===== config.mk =====
export PLATFORM = sky130hd
export DESIGN_NAME = word_cell
export DESIGN_NICKNAME = d
export VERILOG_FILES = /design/src/rtl/wordcell_pkg.sv /design/src/rtl/word_cell_bitcell.sv /design/src/rtl/word_cell.sv
export SDC_FILE = /design/constraint.sdc
export NUM_CORES = 1
export LEC_CHECK = 0
export ABC_AREA = 0
export BUFFER_PORTS_ARGS = -buffer_cell sky130_fd_sc_hd__buf_2
export CORE_UTILIZATION = 30
export DETAILED_ROUTE_END_ITERATION = 8
export PLACE_DENSITY_LB_ADDON = 0.2
export SYNTH_ARGS = -nofsm -noshare
export SYNTH_HDL_FRONTEND = slang
export SYNTH_SLANG_ARGS = --single-unit
export TNS_END_PERCENT = 10

===== constraint.sdc =====
create_clock -name clk -period 1.4 [get_ports clk]
set_input_delay 0 -clock clk [delete_from_list [all_inputs] [get_ports clk]]
set_output_delay 0 -clock clk [all_outputs]
set_load 0.1 [all_outputs]

===== src/rtl/wordcell_pkg.sv =====
// ============================================================================
// Module   : wordcell_pkg
// Purpose  : Shared word width and row-operation encoding for the bitcell array.
// Revision : 1.0
// ============================================================================
`default_nettype none

package wordcell_pkg;

    localparam int   WORD_W   = 8;
    localparam logic OP_READ  = 1'b0;
    localparam logic OP_WRITE = 1'b1;

endpackage

`default_nettype wire


===== src/rtl/word_cell_bitcell.sv =====
// ============================================================================
// Module   : bitcell
// Purpose  : One storage bit with a write port and an AND-gated read port.
// Revision : 1.0
// ============================================================================
`default_nettype none

module bitcell (
    input  logic clk,
    input  logic rst_n,
    input  logic we,
    input  logic re,
    input  logic d,
    output logic q,
    output logic rd
);

    logic bit_q;
    logic bit_d;

    always_comb begin
        bit_d = bit_q;
        if (we) begin
            bit_d = d;
        end
    end

    always_ff @(posedge clk or negedge rst_n) begin
        if (!rst_n) begin
            bit_q <= 1'b0;
        end else begin
            bit_q <= bit_d;
        end
    end

    assign q  = bit_q;
    // Gating with re keeps the bit at 0 when idle so rows can be OR-merged.
    assign rd = re & bit_q;

endmodule

`default_nettype wire


===== src/rtl/word_cell.sv =====
// ============================================================================
// Module   : word_cell
// Purpose  : One WIDTH-bit row of bitcells sharing a row select and op line.
// Revision : 1.0
// ============================================================================
`default_nettype none

module word_cell
    import wordcell_pkg::*;
#(
    parameter int WIDTH = WORD_W
) (
    input  logic             clk,
    input  logic             rst_n,
    input  logic             op,
    input  logic             sel_x,
    input  logic [WIDTH-1:0] in_bus,
    output logic [WIDTH-1:0] out_bus,
    output logic [WIDTH-1:0] stored_value
);

    logic w_we;
    logic w_re;

    // Decoded once per row; the two enables are mutually exclusive.
    assign w_we = sel_x & (op == OP_WRITE);
    assign w_re = sel_x & (op == OP_READ);

    for (genvar i = 0; i < WIDTH; i++) begin : g_bit
        bitcell u_bitcell (
            .clk   (clk),
            .rst_n (rst_n),
            .we    (w_we),
            .re    (w_re),
            .d     (in_bus[i]),
            .q     (stored_value[i]),
            .rd    (out_bus[i])
        );
    end

endmodule

`default_nettype wire


==> impl_results.md, run 1 <==
- Cell-internal power: between 400 and 500 uW
- R2R cell count: 1
- CTS root buf: clkbuf_4
- Crit path kind: reg -> out
- Combinational Power Share: 52.4%
- Reg2reg setup slack: slightly above 0.6 ns
- Syn Nets: 54
- Hold Buf Count CTS: 9
- Drt first-iter violations: 5
- Via count: about 340
- CTS Buf Count: 3
- Antenna cells: 0
- Syn-to-layout area delta: 31.1%
- First-pass GRT wire length: between 1000 and 1500 um
- Clock Path Buffers: 2
- Later-pin clock latency in the skew report: 0.25 ns
- Post-Route WL: 817 um
- PortBufs: 27
- Clk network pwr share: 18.0%
- Total Nets Final: 79
- Gp weighted congestion: 0.636
- Largest net degree at the start of global routing: 9
- Max FFs per register: 8
- Switch share: 52.6%
- Seq pwr share: about 30%
- DRC: 0
- Peak supply drop: about 0.00064 V
- Worst Setup Slack post-DPL: 0.447 ns
- Initial Util: a little under a third
- Max-slew violation count: 0
- Core Area: 0.00149 mm^2
- CTS sink cnt: 8
- TritonRoute pass-1 iters: 4
- Final worst path period need: ~1.2 ns
- Clock skew: 0 ns
- Vias in the first global route: between 300 and 400
- Ports: 28
- Mapped Area: between 400 and 500 um^2
- Cts repair resizes: 0
- RSZ-0062 raised after global routing: no
- Fin crit share: 83.7%
- Area leader, netlist: dfrtp_1
- Distinct cells, synth: 6
- WL/cell: between 10 and 15 um
- FP Rows: 14
- Flops & latches, synth: 8
- Final Hold Viols: 0
- Worst Setup Start Kind: flop
- CTS tree: done
- Crit end category: output pin
- Critical Path RT: 1.40 ns
- Die footprint: about 0.0017 mm^2
- Chip Width: about 42 um
- Via-to-Cell Ratio: approximately 4.2
- Chip height: 41.8 um
- Synth Warn #: 0
- Layout cell share with drive strength beyond 1: around three fifths
- Total congestion overflow: 0
- Finish-stage setup viols: 0
- Synth top area cells: dfrtp_1 (42%), buf_4 (25%), mux2_2 (19%)
- # H-tree levels: 1
- Average size of a mapped cell: 11.3 um^2
- Outcome: completed
- Most common cell after layout, fill and taps aside: buf_2
- Antenna violations before repair: 0
- Final Worst Setup Slack: 0.229 ns
- Post-CTS setup buffer count: 0
- Hold Path Class: in -> async
- Most frequent cells in the layout: buf_2 (27), dlygate4sd3_1 (9), and2_1 (8), mux2_2 (8), dfrtp_1 (8)
- Total Routing Usage GR: 10.2%
- Yosys top cell area share: a little over two fifths
- Leakage: about 0.33 nW
- Dpl cell area: around 510 um^2
- Slew HR: ~68%
- WHS: ~0.12 ns
- ANT nets after route: 0
- Setup Total Neg Slack: 0 ns
- Final instance area: 623 um^2
- Worst r2r src: g_bit[6].u_bitcell.q
- Sequential share of the synthesized area: a little over two fifths
- PD cells: 1560 mW/mm^2
- CP max FO: 3
- Post-synthesis instance total: 42
- Worst-Margin Slew: 0.487 ns
- F_max: 854 MHz
- R2r endpoint: g_bit[6].u_bitcell.q
- Worst-path clk slew: roughly 0.060 ns
- Crit path DAT: between 1 and 1.5 ns
- Layout fillers: 150
- Switching power: 510 uW
- Max_cap viols: 0
- Post-layout util: between 40% and 50%
[cell usage after synthesis]
master / count
buf_4: 16
and2_1: 8
dfrtp_1: 8
mux2_2: 8
and2b_2: 1
nand2_2: 1
[power groups by stage]
stage	registers, mW	clock network (mW)	logic (mW)
detailed placement	0.290	0	0.492
global route	0.290	0.197	0.524
finish	0.286	0.175	0.509
floorplan	0.286	0	0.492
global placement	0.291	0	0.490
CTS	0.286	0.181	0.511
[kinds of logic (layout without fill, tap and decap cells)]
logic type	after synthesis	after routing	share of synthesized area, %
buffers and inverters	16	39	25.3
DFF	8	8	42.1
muxes	8	8	18.9
and+or+nand+nor	10	10	13.7
[how the worst max path moves through the flow]
stage / endpoint / depth (start not counted) / from / slack (ns)
2_1_floorplan: g_bit[0].u_bitcell.q / 1 / g_bit[0].u_bitcell.q / 0.67
3_3_place_gp: out_bus[0] / 4 / op / 0.45
3_5_place_dp: out_bus[4] / 4 / op / 0.45
4_1_cts: out_bus[6] / 2 / g_bit[6].u_bitcell.q / 0.23
5_1_grt: out_bus[0] / 2 / g_bit[0].u_bitcell.q / 0.19
6_report: out_bus[6] / 2 / g_bit[6].u_bitcell.q / 0.23
[final cells by class]
class / instances / area, um^2 / share of cell area, %
tap: 16 / 20.0 / 3.21
sequential: 8 / 200 / 32.1
clock buffer: 3 / 22.5 / 3.61
timing repair buffer: 36 / 225 / 36.1
multi-input combinational: 18 / 155 / 24.9
[per-layer routing]
metal	GRT usage [%]	up-vias	part of all wire [%]
li1	-	165	-
met3	2.61	0	7.0
met2	15.6	16	46
met1	13.0	156	47
met4	5.81	0	0
met5	0	-	0
[worst max-delay path, cell delays in order, from the launching register on]
cell and delay (ns):
dfrtp_1 0.37, and2_1 0.13, buf_2 0.42
[stage by stage]
step	instances	power, mW
after floorplan	42	0.778
after global placement	69	0.781
after detailed placement	69	0.782
after CTS	81	0.978
after global routing	81	1.01
final	81	0.970
Power figures use the tool's default switching activity.
==> run 2: changes to the inputs <==
- clock period: 1.4 -> 1 ns (I/O delays scaled with it)
==> run 2 against run 1 <==
Against the previous run:
- flip-flop and latch count unchanged
- design area rose by 43%
- die area stayed put
- highest routed layer unchanged
==> impl_results.md, run 2 (synthesized netlist as in run 1, its figures left out) <==
- Most frequent cells in the layout: buf_12 (16), buf_2 (11), dlygate4sd3_1 (9)
- Total Nets Final: 80
- Initial Util: between 30% and 40%
- DRC: 0
- PortBufs: 27
- Leakage: between 0.4 and 0.5 nW
- Antenna cells: 0
- CP max FO: 3
- Worst r2r src: g_bit[0].u_bitcell.q
- Via count: between 300 and 400
- Critical Path RT: 1.00 ns
- TritonRoute pass-1 iters: 4
- Reg2reg setup slack: around 0.11 ns
- Outcome: completed
- CTS root buf: clkbuf_4
- Gp weighted congestion: ~0.63
- Final Hold Viols: 0
- Post-route insts no fill: a little over 80
- Syn-to-layout area delta: 86.8%
- Total Routing Usage GR: 10.5%
- Core Area: roughly 0.0015 mm^2
- Total congestion overflow: 0
- Worst-path clk slew: around 0.050 ns
- Slew HR: about 86%
- Final worst path period need: between 0.9 and 1 ns
- Total power: 1.64 mW
- ANT nets after route: 0
- WL/cell: between 10 and 15 um
- Antenna violations before repair: 0
- Final instance area: slightly below 900 um^2
- CTS Buf Count: 3
- DP Wirelength: about 610 um
- Largest net degree at the start of global routing: 9
- First-pass GRT wire length: approximately 1400 um
- Crit path DAT: 0.99 ns
- F_max: slightly above 1000 MHz
- Vias in the first global route: approximately 330
- Worst Setup Start Kind: flop
- # placed instances: 69
- FP Rows: 14
- Layout cell share with drive strength beyond 1: 72.7%
- CTS tree: done
- Post-Route WL: just under 900 um
- Chip Width: 41.8 um
- Chip height: around 42 um
- Hold Path Class: in -> async
- Post-layout util: between 50% and 60%
- # H-tree levels: 1
- Worst-Margin Slew: 0.203 ns
- Via-to-Cell Ratio: between 4 and 5
- Peak supply drop: about 0.0011 V
- RSZ-0062 raised after global routing: yes
- PD cells: 1840 mW/mm^2
- Clock Path Buffers: 2
- Ports: 28
- Clock skew: 0 ns
- Max-slew violation count: 0
- Die footprint: between 0.0015 and 0.002 mm^2
- R2R cell count: 2
- Drt first-iter violations: 5
- R2r endpoint: g_bit[0].u_bitcell.q
- Finish-stage setup viols: 0
- Critical Path Sink: out_bus[2]
- Fin crit share: roughly 100%
- Crit path kind: reg -> out
- Dpl cell area: 751 um^2
- Max FFs per register: 8
- Max_cap viols: 0
- Most common cell after layout, fill and taps aside: buf_12
- Critical Path Source: g_bit[2].u_bitcell.q
- CTS sink cnt: 8
- Later-pin clock latency in the skew report: approximately 0.24 ns
- Crit end category: output pin
-- run 2: worst min path at each step --
| stage | from | endpoint | slack [ns] | cells past startpoint |
|---|---|---|---|---|
| 2_1_floorplan | rst_n | g_bit[0].u_bitcell.q | -0.30 | 0 |
| 3_3_place_gp | rst_n | g_bit[2].u_bitcell.q | -0.15 | 1 |
| 3_5_place_dp | rst_n | g_bit[7].u_bitcell.q | -0.15 | 1 |
| 4_1_cts | rst_n | g_bit[7].u_bitcell.q | 0.12 | 2 |
| 5_1_grt | rst_n | g_bit[7].u_bitcell.q | 0.14 | 2 |
| 6_report | rst_n | g_bit[7].u_bitcell.q | 0.13 | 2 |
-- run 2: power breakdown --
part	leakage [nW]	switching (mW)	internal (mW)	total, mW
Sequential	0.0939	0.0545	0.373	0.427
Clock	0.0138	0.0998	0.137	0.236
Combinational	0.303	0.600	0.371	0.971
-- run 2: routing by layer --
layer | share of wire [%] | routed length (um) | vias up | track usage, %
met2 | 52 | 455 | 18 | 18.4
li1 | - | - | 167 | -
met4 | 0 | 0 | 0 | 1.94
met5 | 0 | 0 | - | 0
met1 | 41 | 359 | 166 | 11.5
met3 | 6.5 | 57 | 0 | 5.22
-- run 2: timing repair --
item	in CTS	in global routing
resized for setup	7	0
endpoints found under the hold margin	16	0
buffers inserted	1	0
setup endpoints to repair	8	7
hold buffers	9	0
-- run 2: final cells by class --
type                       count  area (um^2)
clock buffer                   3         22.5
fill                         120          601
multi-input combinational     18          173
sequential                     8          200
tap                           16         20.0
timing repair buffer          37          473
-- run 2: critical path: stages (launching register included) --
cell	delay, ns
dfrtp_1	0.40
and2_4	0.18
buf_12	0.16
-- run 2: through the flow --
step / setup slack [ns] / TNS [ns] / hold WS (ns)
CTS: -0.00618 / -0.0151 / 0.122
global route: -0.0317 / -0.179 / 0.136
global placement: 0.205 / 0 / -0.146
finish: 0.00959 / 0 / 0.130
detailed placement: 0.199 / 0 / -0.151
floorplan: 0.270 / 0 / -0.296
